===== config.mk =====
export PLATFORM = sky130hd
export DESIGN_NAME = bus_ctrl
export DESIGN_NICKNAME = d
export VERILOG_FILES = /design/src/rtl/bus_ctrl_pkg.sv /design/src/rtl/bus_region_decode.sv /design/src/rtl/bus_ctrl.sv
export SDC_FILE = /design/constraint.sdc
export NUM_CORES = 1
export LEC_CHECK = 0
export CAP_MARGIN = 40
export CORE_MARGIN = 1
export CORE_UTILIZATION = 40
export CTS_CLUSTER_DIAMETER = 40
export DETAILED_ROUTE_END_ITERATION = 10
export GPL_TIMING_DRIVEN = 0
export HOLD_SLACK_MARGIN = 0.06
export MAX_ROUTING_LAYER = met4
export PLACE_DENSITY = 0.95
export SYNTH_ARGS = -nofsm -noshare
export SYNTH_HDL_FRONTEND = slang
export SYNTH_SLANG_ARGS = --single-unit

===== constraint.sdc =====
create_clock -name clk -period 3.4 [get_ports clk]
set_input_delay 0.68 -clock clk [delete_from_list [all_inputs] [get_ports clk]]
set_output_delay 0.68 -clock clk [all_outputs]
set_load 0.05 [all_outputs]

===== src/rtl/bus_ctrl_pkg.sv =====
// Shared types and default memory map for the CPU bus controller.
package bus_ctrl_pkg;

    localparam int unsigned WAIT_W     = 4;
    localparam int unsigned DEF_ADDR_W = 16;
    localparam int unsigned DEF_DATA_W = 8;
    localparam int unsigned DEF_N_REG  = 4;
    localparam int unsigned DEF_N_IRQ  = 2;

    // Region 0 in the LSBs: RAM 0000-3FFF, 5000-500F (1 wait), 6000-600F (2 waits), 8000-FFFF.
    localparam logic [DEF_N_REG*DEF_ADDR_W-1:0] DEF_REG_BASE =
        {16'h8000, 16'h6000, 16'h5000, 16'h0000};
    localparam logic [DEF_N_REG*DEF_ADDR_W-1:0] DEF_REG_MASK =
        {16'h8000, 16'hFFF0, 16'hFFF0, 16'hC000};
    localparam logic [DEF_N_REG*WAIT_W-1:0]     DEF_REG_WAIT =
        {4'd0, 4'd2, 4'd1, 4'd0};
    localparam logic [DEF_DATA_W-1:0]           DEF_OPEN_BUS = 8'hFF;

    typedef enum logic {
        IDLE = 1'b0,
        WAIT = 1'b1
    } state_t;

endpackage


===== src/rtl/bus_region_decode.sv =====
// Combinational address decoder: one-hot region select and its wait-state count.
module bus_region_decode
    import bus_ctrl_pkg::*;
#(
    parameter int unsigned                    ADDR_W   = DEF_ADDR_W,
    parameter int unsigned                    N_REG    = DEF_N_REG,
    parameter logic [N_REG*ADDR_W-1:0]        REG_BASE = DEF_REG_BASE,
    parameter logic [N_REG*ADDR_W-1:0]        REG_MASK = DEF_REG_MASK,
    parameter logic [N_REG*WAIT_W-1:0]        REG_WAIT = DEF_REG_WAIT
) (
    input  logic [ADDR_W-1:0] i_addr,
    output logic [N_REG-1:0]  o_cs,
    output logic [WAIT_W-1:0] o_wait
);

    // Scan from the highest region down so the lowest-index hit overrides.
    always_comb begin
        o_cs   = '0;
        o_wait = '0;
        for (int r = N_REG - 1; r >= 0; r--) begin
            if ((i_addr & REG_MASK[r*ADDR_W +: ADDR_W]) ==
                (REG_BASE[r*ADDR_W +: ADDR_W] & REG_MASK[r*ADDR_W +: ADDR_W])) begin
                o_cs    = '0;
                o_cs[r] = 1'b1;
                o_wait  = REG_WAIT[r*WAIT_W +: WAIT_W];
            end
        end
    end

endmodule


===== src/rtl/bus_ctrl.sv =====
// CPU bus controller: address/strobe register, region decode, wait-state FSM,
// read-data mux, unmapped-access pulse and interrupt combine.
module bus_ctrl
    import bus_ctrl_pkg::*;
#(
    parameter int unsigned                    ADDR_W   = DEF_ADDR_W,
    parameter int unsigned                    DATA_W   = DEF_DATA_W,
    parameter int unsigned                    N_REG    = DEF_N_REG,
    parameter logic [N_REG*ADDR_W-1:0]        REG_BASE = DEF_REG_BASE,
    parameter logic [N_REG*ADDR_W-1:0]        REG_MASK = DEF_REG_MASK,
    parameter logic [N_REG*WAIT_W-1:0]        REG_WAIT = DEF_REG_WAIT,
    parameter int unsigned                    N_IRQ    = DEF_N_IRQ,
    parameter logic [DATA_W-1:0]              OPEN_BUS = DEF_OPEN_BUS
) (
    input  logic                    clk,
    input  logic                    reset,
    input  logic [ADDR_W-1:0]       cpu_ad,
    input  logic                    cpu_we,
    output logic [DATA_W-1:0]       cpu_di,
    output logic                    cpu_rdy,
    output logic                    cpu_irq,
    output logic [ADDR_W-1:0]       addr,
    output logic                    we,
    output logic [N_REG-1:0]        cs,
    input  logic [N_REG*DATA_W-1:0] dev_do,
    input  logic [N_IRQ-1:0]        irq_n,
    output logic                    bus_err
);

    state_t              r_state;
    state_t              w_state_nx;
    logic [WAIT_W-1:0]   r_cnt;
    logic [WAIT_W-1:0]   w_cnt_nx;
    logic [ADDR_W-1:0]   r_addr;
    logic                r_we;
    logic                r_irq;
    logic                r_err;
    logic                w_rdy;
    logic [N_REG-1:0]    w_cs;
    logic [WAIT_W-1:0]   w_wait;
    logic [DATA_W-1:0]   w_di;

    bus_region_decode #(
        .ADDR_W   (ADDR_W),
        .N_REG    (N_REG),
        .REG_BASE (REG_BASE),
        .REG_MASK (REG_MASK),
        .REG_WAIT (REG_WAIT)
    ) u_decode (
        .i_addr (r_addr),
        .o_cs   (w_cs),
        .o_wait (w_wait)
    );

    // FSM state and wait counter register.
    always_ff @(posedge clk) begin
        if (reset) begin
            r_state <= IDLE;
            r_cnt   <= '0;
        end else begin
            r_state <= w_state_nx;
            r_cnt   <= w_cnt_nx;
        end
    end

    // Next state and ready: IDLE spends the first wait cycle, WAIT counts the rest.
    always_comb begin
        w_state_nx = r_state;
        w_cnt_nx   = r_cnt;
        w_rdy      = 1'b1;
        case (r_state)
            IDLE: begin
                if (w_wait != '0) begin
                    w_rdy      = 1'b0;
                    w_state_nx = WAIT;
                    w_cnt_nx   = w_wait - WAIT_W'(1);
                end
            end
            WAIT: begin
                if (r_cnt != '0) begin
                    w_rdy    = 1'b0;
                    w_cnt_nx = r_cnt - WAIT_W'(1);
                end else begin
                    w_state_nx = IDLE;
                end
            end
            default: w_state_nx = IDLE;
        endcase
    end

    // Bus-side registers: address/strobe load on ready, error pulse, interrupt level.
    always_ff @(posedge clk) begin
        if (reset) begin
            r_addr <= '0;
            r_we   <= 1'b0;
            r_err  <= 1'b0;
            r_irq  <= 1'b0;
        end else begin
            if (w_rdy) begin
                r_addr <= cpu_ad;
                r_we   <= cpu_we;
            end
            r_err <= (r_state == IDLE) && (w_cs == '0);
            r_irq <= |(~irq_n);
        end
    end

    // Read-data mux from the selected device, open-bus value when nothing hits.
    always_comb begin
        w_di = OPEN_BUS;
        for (int r = 0; r < N_REG; r++) begin
            if (w_cs[r]) begin
                w_di = dev_do[r*DATA_W +: DATA_W];
            end
        end
    end

    assign addr    = r_addr;
    assign we      = r_we;
    assign cs      = w_cs;
    assign cpu_rdy = w_rdy;
    assign cpu_di  = w_di;
    assign bus_err = r_err;
    assign cpu_irq = r_irq;

endmodule


### After elaboration in Yosys (flattened, before gate mapping)

Index checks and enable logic that the tools add are counted.

| word-level totals | value |
|---|---|
| bits in registers | 24 |
| bits in latches | 0 |
| bits in writable memories | 0 |
| ROM bits | 0 |
| bits of input ports | 53 |
| output and inout bits | 32 |
| memories kept | 0 |

| operators by class | value |
|---|---|
| $add $sub $neg | 2 |
| multiply operators | 0 |
| div/mod/pow operators | 0 |
| $lt $le $gt $ge | 0 |
| equal/unequal tests | 4 |
| shift operators | 0 |
| mux-type cells | 20 |
| bitwise gates (word level) | 2 |
| reductions and logical operators | 7 |

Operator list:

| kind | count |
|---|---|
| two-way mux 4 bit | 8 |
| two-way mux 8 bit | 4 |
| equality test 12 x 11 -> 1 bit, second input constant | 2 |
| zero test 16 bit | 1 |
| case mux 4 bit (2 select lines) | 1 |
| nonzero test 4 bit | 2 |
| subtractor 4 x 1 -> 4 bit, second input constant | 2 |
| zero test 4 bit | 1 |
| two-way mux 1 bit | 4 |
| case mux 1 bit (2 select lines) | 2 |
| two-way mux 2 bit | 1 |
| inequality test 2 x 1 -> 1 bit, second input constant | 1 |
| inequality test 2 bit, second input constant | 1 |
| inverter 2 bit | 1 |
| AND reduction 2 bit | 1 |
| OR reduction 2 bit | 1 |
| logical AND 1 bit | 1 |
| inverter 1 bit | 1 |

### Depth between registers and ports, before layout

Gate-level depths: netlist of the first run.

| logic depth | value |
|---|---|
| word-level depth | 8 |
| gate-level depth with buffers | 7 |
| depth with buffers taken out | 4 |

### Hierarchy

A second synthesis of the first run with hierarchy kept.

| unflattened totals | value |
|---|---|
| cells, all modules | 165 |
| area total of the unflattened synthesis | 1330.0 um2 |

Modules (own cells, without submodules):

| module | times used | cells an instance | area an instance (um2) | seq. area each (um2) |
|---|---|---|---|---|
| bus_ctrl | 1 | 152 | 1237.4 | 480.5 |
| bus_region_decode | 1 | 13 | 92.6 | 0.0 |

### Worst setup path after synthesis of the first run

OpenSTA, ideal clock, no wires.

| timing | value |
|---|---|
| path type | flip-flop to output port |
| start point | register r_addr[14] (netlist: addr[14]) |
| end point | output cpu_di[4] |
| arrival | 1903 ps |
| path slack | 817 ps |
| cell stages (with the launch flop) | 6 |
| path through | dfxtp_1 nor2b_1 clkbuf_1 nand4_1 o221ai_1 nand2_1 |

| between the ends | value |
|---|---|
| longest elaborated chain between the ends | 8 |
| elaborated cells between the ends (all ways) | 10 |

RTL lines:

| what | line | RTL |
|---|---|---|
| start, declared | bus_ctrl.sv:34 | `logic [ADDR_W-1:0] r_addr;` |
| start signal, assigned | bus_ctrl.sv:100 | `r_addr <= cpu_ad;` |
| equality test 12 x 11 -> 1 bit | bus_region_decode.sv:21 | `if ((i_addr & REG_MASK[r*ADDR_W +: ADDR_W]) ==` |
| two-way mux 4 bit (2 in a row) | bus_region_decode.sv:21 |  |
| two-way mux 4 bit (*) | bus_region_decode.sv:21 |  |
| two-way mux 8 bit (3 in a row) | bus_ctrl.sv:112 | `if (w_cs[r]) begin` |
| two-way mux 8 bit (*) | bus_ctrl.sv:112 |  |
| end, declared | bus_ctrl.sv:19 | `output logic [DATA_W-1:0] cpu_di,` |

Every way passes the cells marked *; elsewhere a longest branch is shown, timed or not.

### Final worst setup path of the first run

| timing | value |
|---|---|
| start point | register r_addr[5] (netlist: addr[5]) |
| end point | output cpu_di[2] |

| between the ends | value |
|---|---|
| longest elaborated chain between the ends | 8 |
| elaborated cells between the ends (all ways) | 9 |

RTL lines:

| what | line |
|---|---|
| equality test 12 x 11 -> 1 bit | bus_region_decode.sv:21 |
| two-way mux 4 bit | bus_region_decode.sv:21 |
| two-way mux 4 bit (*) (2 in a row) | bus_region_decode.sv:21 |
| two-way mux 8 bit (3 in a row) | bus_ctrl.sv:112 |
| two-way mux 8 bit (*) | bus_ctrl.sv:112 |

Marked as above.

==> flow_summary_export.csv, run 1 <==
group,metric,value,unit
synthesis,yosysSeqAreaShare,34.32,%
worst_setup_path,critPathLaunchType,"flop",
detailed_routing,avgRoutedWirePerCell,13.90,um
synthesis,synthSimpleGateAreaFrac,28.60,%
placement,place_area,2298,um^2
worst_setup_path,crit_path_max_incr_delay,0.71,ns
global_route,grt_start_max_net_pins,13,
final_layout,layout-drive-gt1-share,17.06,%
final_layout,fin_util,70.04,%
die,die_h,61.16,um
final_layout,seqCellArea,480.5,um^2
detailed_routing,vias,1545,
power_and_ir_drop,leakage,0.8331,nW
worst_setup_path,worstPathCellList,"nor4_4 > nand4_1 > buf_4 > o221a_2 > clkdlybuf4s50_1",
cts,clkLatencyLatePin,0.31,ns
placement,place_hpwl,3.118,mm
power_and_ir_drop,internal-power,459.9,uW
timing,setup_viol,0,
detailed_routing,post_drt_via_cell_ratio,5.185,
placement,gp_congestion,0.8504,
timing,fin_worst_skew,0.004585,ns
timing,hold_viol_final,0,
cts,cts_max_level,1,
synthesis,yosys-top-cells-area,"dfxtp_1 (34%), o21ai_0 (8.9%), nand3_2 (6.4%), a21oi_2 (5.6%), o221a_2 (4.8%)",
synthesis,synth_top_family_by_area,"compound AO/OA/AOI/OAI gates",
final_layout,nFillCells,265,
synthesis,yosys.area_share.adder,0,%
synthesis,synth_area_per_cell,8.537,um^2
synthesis,synthCells,164,
die,die_x,61.16,um
power_and_ir_drop,ir_worst_vdd,0.2326,mV
worst_setup_path,cp.required,2.72,ns
global_route,gr-usage-all-layers,23.59,%
hold_path,holdCritPathClass,"reg2reg",
power_and_ir_drop,power_frac_clock,17.4,%
timing,finalSetupTns,0,ns
worst_setup_path,crit_fanout,10,
final_layout,multi_input_comb_area,809.5,um^2
synthesis,yosys_warnings,0,
final_layout,final_cell_area,2337,um^2
timing,fmaxAchievable,0.3156,GHz
die,io_pins,85,
worst_setup_path,critPathKind,"reg2out",
cts,numCtsBuffers,3,
synthesis,ys.flop_type,"dfxtp_1",
detailed_routing,dr.pass1.iters,4,
cts,postCtsHoldBufs,0,
timing,slew_viol_final,0,
synthesis,synth.most_common_cell,"o21ai_0",
synthesis,synth.area.mux_share,0,%
die,initial_core_util,41.96,%
timing,holdWs,0.4691,ns
timing,min_period,3.169,ns
worst_setup_path,crit_slowest_cell,"clkdlybuf4s50_1",
outcome,status,"finished clean",
cts,cts_tree,"yes",
detailed_routing,wirelength,4.142,mm
global_route,grt-ovfl-total,0,
synthesis,synth_edf_count,0,
synthesis,syn_area,1400,um^2
worst_setup_path,worst_ep_arrival_time,2.49,ns
power_and_ir_drop,p_total,702.4,uW
detailed_routing,drt_iter0_drc,74,
die,die-area,3741,um^2
placement,dp_cells,294,
synthesis,synth_top_area_share,34.32,%
power_and_ir_drop,seq_power_share,44.0,%
timing,worstMarginPinSlew,0.5939,ns
power_and_ir_drop,p_per_area,300.5,nW/um^2
placement,place_ws,0.3300,ns
synthesis,synth_compound_area_share,28.60,%
final_layout,fin_nets,307,
worst_setup_path,end_kind,"primary output",
cts,clock_sinks,24,
timing,final.setup.worst_slack,0.2310,ns
die,core,3337,um^2
detailed_routing,drc,0,
global_route,grt_pass1_wl,6.437,mm
power_and_ir_drop,p_sw,242.5,uW
final_layout,diodes,0,
flow_run,drv_cap,0,
global_route,grt_pass1_vias,1477,
power_and_ir_drop,netSwitchingFraction,34.52,%
synthesis,yosys.area.top_type,"dfxtp_1",
placement,io_buffers,84,
detailed_routing,drtAntennaViolNets,0,
die,rows,21,
timing,rsz0062_at_grt,"false",
synthesis,synth_common_cells,"o21ai_0 (25), dfxtp_1 (24), nor2_1 (14)",
final_layout,post_layout_nonfiller_instances,298,
synthesis,async_flop_share,0,%
global_route,antenna_found_initial,0,
power_and_ir_drop,p_comb_share,38.6,%
cts,clockBufferDepth,2,
timing,period_share,93.21,%
synthesis,yosysUniqueCellTypes,34,
synthesis,syn_nets,217,
timing,relSlewSlack,60.41,%
final_layout,syn_to_final_growth,66.93,%
synthesis,synth_seq_cells,24,
synthesis,synth_xor_area_share,0.6256,%
cts,clock-root-buffer,"clkbuf_4",
cts,clk_pin_slew,0.12,ns
## worst max-delay path: cells and delay by family (launching register included)
| family | cells | cell delay, ns |
|---|---|---|
| flops | 1 | 0.37 |
| compound gates | 1 | 0.27 |
| buf+inv | 2 | 0.92 |
| simple gates | 2 | 0.62 |
## logic make-up after synthesis
family                    count (synthesis)
xor gates and xnor gates                  1
buffers and inverters                    18
AOI/OAI and AO/OA                        60
DFF                                      24
and+or+nand+nor                          61
## flip-flops by register name, indices dropped and copies added, names as in the netlist
register	cells
addr	16
cpu_irq	1
r_cnt	4
r_state	1
bus_err	1
we	1
## power groups by stage
stage | Clock, mW | Combinational (mW) | Sequential (mW)
2_1_floorplan | 0 | 0.105 | 0.360
3_3_place_gp | 0 | 0.267 | 0.315
3_5_place_dp | 0 | 0.270 | 0.315
4_1_cts | 0.123 | 0.272 | 0.309
5_1_grt | 0.134 | 0.287 | 0.311
6_report | 0.122 | 0.271 | 0.309
## routing by layer
metal	track usage, %	part of all wire (%)
met4	8.766	0.60
met2	41.46	52
met3	4.412	6.3
met1	26.42	41
met5	-	0
## cell type report
cell class,count,area share [%]
Buffer,14,4.069
Tap cell,46,2.463
Clock buffer,3,0.9636
Inverter,3,0.4818
Timing Repair Buffer,86,36.83
Multi-Input combinational cell,122,34.64
Sequential cell,24,20.56
## cells in the final DEF (no fill, tap or decap), drive strengths merged, types with 2 or more instances in the layout
cell type / instances
a21oi: 22
buf: 9
clkbuf: 10
clkdlybuf4s50: 82
dfxtp: 24
dlymetal6s2s: 2
inv: 3
nand2: 11
nand3: 18
nand3b: 2
nand4: 3
nor2: 14
nor2b: 3
nor3: 2
nor4: 3
o21ai: 26
o221a: 6
o221ai: 2
## worst paths after layout
| kind | startpoint | endpoint | slack, ns | depth (start not counted) |
|---|---|---|---|---|
| hold reg to reg | addr[3] | addr[3] | 0.47 | 2 |
| setup / recovery | addr[5] | cpu_di[2] | 0.23 | 5 |
| setup reg to reg | addr[5] | addr[4] | 1.48 | 5 |
| hold / removal | addr[3] | addr[3] | 0.47 | 2 |
## repair_timing
action,CTS,global route
setup endpoints to repair,6,9
cloned,0,0
setup buffers,1,1
pin swaps,1,1
resized for setup,0,2
endpoints found under the hold margin,0,0
Note: power is estimated with default switching activity, not from simulation.
==> run 2, diff against run 1 <==
GPL_ROUTABILITY_DRIVEN = 0   (was unset)
MAX_ROUTING_LAYER = unset   (was met4)
TNS_END_PERCENT = 50   (was unset)
==> run 2 against run 1 <==
  * Core utilization stayed put
  * Fmax hardly changed
  * Register-to-register slack hardly changed
  * Final cell count stayed put
  * Global-route usage is 0.73 points lower
  * Non-clock buffer count stayed put
  * Largest power group unchanged
==> flow_summary_export.csv, run 2 (same netlist as run 1, synthesis figures left out) <==
group,metric,value,unit
outcome,status,"finished clean",
worst_setup_path,end_kind,"primary output",
worst_setup_path,critPathKind,"reg2out",
final_layout,final_cell_area,2337,um^2
power_and_ir_drop,leakage,0.8331,nW
timing,rsz0062_at_grt,"false",
cts,clock_sinks,24,
power_and_ir_drop,power_frac_clock,17.4,%
cts,numCtsBuffers,3,
timing,holdWs,0.4704,ns
cts,clkLatencyLatePin,0.31,ns
die,initial_core_util,41.96,%
global_route,grt_pass1_vias,1476,
global_route,gr-usage-all-layers,22.87,%
global_route,grt_start_max_net_pins,13,
die,io_pins,85,
die,rows,21,
die,core,3337,um^2
worst_setup_path,r2r_end,"addr[4]",
placement,place_ws,0.3300,ns
timing,finalSetupTns,0,ns
final_layout,largest_reg_flops,16,
timing,period_share,93.27,%
cts,clock-root-buffer,"clkbuf_4",
timing,worstMarginPinSlew,0.5957,ns
global_route,grt_pass1_wl,6.437,mm
hold_path,holdCritPathClass,"reg2reg",
timing,final.setup.worst_slack,0.2287,ns
power_and_ir_drop,netSwitchingFraction,34.58,%
detailed_routing,vias,1550,
power_and_ir_drop,p_comb_share,38.6,%
final_layout,layout-drive-gt1-share,17.06,%
timing,relSlewSlack,60.29,%
final_layout,diodes,0,
die,die_h,61.16,um
detailed_routing,drc,0,
power_and_ir_drop,p_total,703.0,uW
timing,fmaxAchievable,0.3153,GHz
final_layout,syn_to_final_growth,66.93,%
worst_setup_path,r2r_start,"addr[5]",
final_layout,layout_commonest_cell,"clkdlybuf4s50_1",
power_and_ir_drop,ir_worst_vdd,0.2335,mV
placement,dp_cells,294,
cts,cts_max_level,1,
timing,slew_viol_final,0,
power_and_ir_drop,internal-power,459.9,uW
detailed_routing,wirelength,4.164,mm
worst_setup_path,worst_ep_arrival_time,2.49,ns
worst_setup_path,cp.required,2.72,ns
cts,postCtsHoldBufs,0,
placement,io_buffers,84,
die,die-area,3741,um^2
worst_setup_path,critPathLaunchType,"flop",
detailed_routing,drtAntennaViolNets,0,
detailed_routing,avgRoutedWirePerCell,13.97,um
placement,place_hpwl,3.118,mm
hold_path,min_to,"addr[3]",
timing,min_period,3.171,ns
worst_setup_path,crit_slowest_cell,"clkdlybuf4s50_1",
worst_setup_path,crit_fanout,10,
detailed_routing,drt_iter0_drc,70,
power_and_ir_drop,seq_power_share,44.0,%
global_route,grt-ovfl-total,0,
final_layout,layout_common_cells,"clkdlybuf4s50_1 (82), o21ai_0 (25), dfxtp_1 (24)",
timing,setup_viol,0,
timing,hold_viol_final,0,
cts,cts_tree,"yes",
final_layout,fin_nets,307,
worst_setup_path,crit_path_max_incr_delay,0.71,ns
timing,fin_worst_skew,0.005045,ns
power_and_ir_drop,p_sw,243.1,uW
worst_setup_path,worstPathCellList,"nor4_4 > nand4_1 > buf_4 > o221a_2 > clkdlybuf4s50_1",
cts,clockBufferDepth,2,
cts,clk_pin_slew,0.13,ns
detailed_routing,dr.pass1.iters,4,
placement,place_area,2298,um^2
worst_setup_path,ff2ff_path_depth,5,
hold_path,whs_path_depth,2,
final_layout,post_layout_nonfiller_instances,298,
worst_setup_path,r2r_slack,1.48,ns
die,die_x,61.16,um
final_layout,fin_util,70.04,%
power_and_ir_drop,p_per_area,300.8,nW/um^2
worst_setup_path,startpoint,"addr[5]",
global_route,antenna_found_initial,0,
flow_run,drv_cap,0,
hold_path,min_from,"addr[3]",
detailed_routing,post_drt_via_cell_ratio,5.201,
run 2: cell counts in the layout (fill, tap and decap cells not counted):
No cell type changed its count.
run 2: worst max-delay path: cells and delay by family (launching register included):
family / cells / cell delay, ns
AND/OR/NAND/NOR: 2 / 0.62
AO/OA/AOI/OAI: 1 / 0.27
buffers and inverters: 2 / 0.92
flip-flops: 1 / 0.37
run 2: power groups by stage:
stage | logic (mW) | registers, mW | clock network, mW
after floorplan | 0.105 | 0.360 | 0
after global placement | 0.267 | 0.315 | 0
after detailed placement | 0.270 | 0.315 | 0
after CTS | 0.272 | 0.309 | 0.123
after global routing | 0.287 | 0.311 | 0.134
final | 0.271 | 0.309 | 0.123
run 2: area by class of cell:
type	instances	area [um^2]
Buffer	14	95.09
Sequential cell	24	480.5
Multi-Input combinational cell	122	809.5
Fill cell	265	999.7
Timing Repair Buffer	86	860.8
Inverter	3	11.26
Clock buffer	3	22.52
Tap cell	46	57.56
run 2: worst max-delay path by stage:
stage | cells past startpoint | endpoint
CTS | 7 | cpu_rdy
global placement | 4 | cpu_di[2]
finish | 5 | cpu_di[2]
global route | 5 | cpu_di[3]
detailed placement | 4 | cpu_di[2]
floorplan | 5 | cpu_di[4]
run 2: timing repair:
action / in CTS / in global routing
setup endpoints to repair: 6 / 9
setup buffers: 1 / 1
pin swaps: 1 / 1
gates resized for setup: 0 / 2
run 2: metal layers:
metal	up-vias	routed length, um	GRT usage (%)
met4	0	25	8.766
met2	59	2192	41.46
met5	-	0	0
met3	4	261	4.412
met1	711	1685	26.42
li1	776	-	-
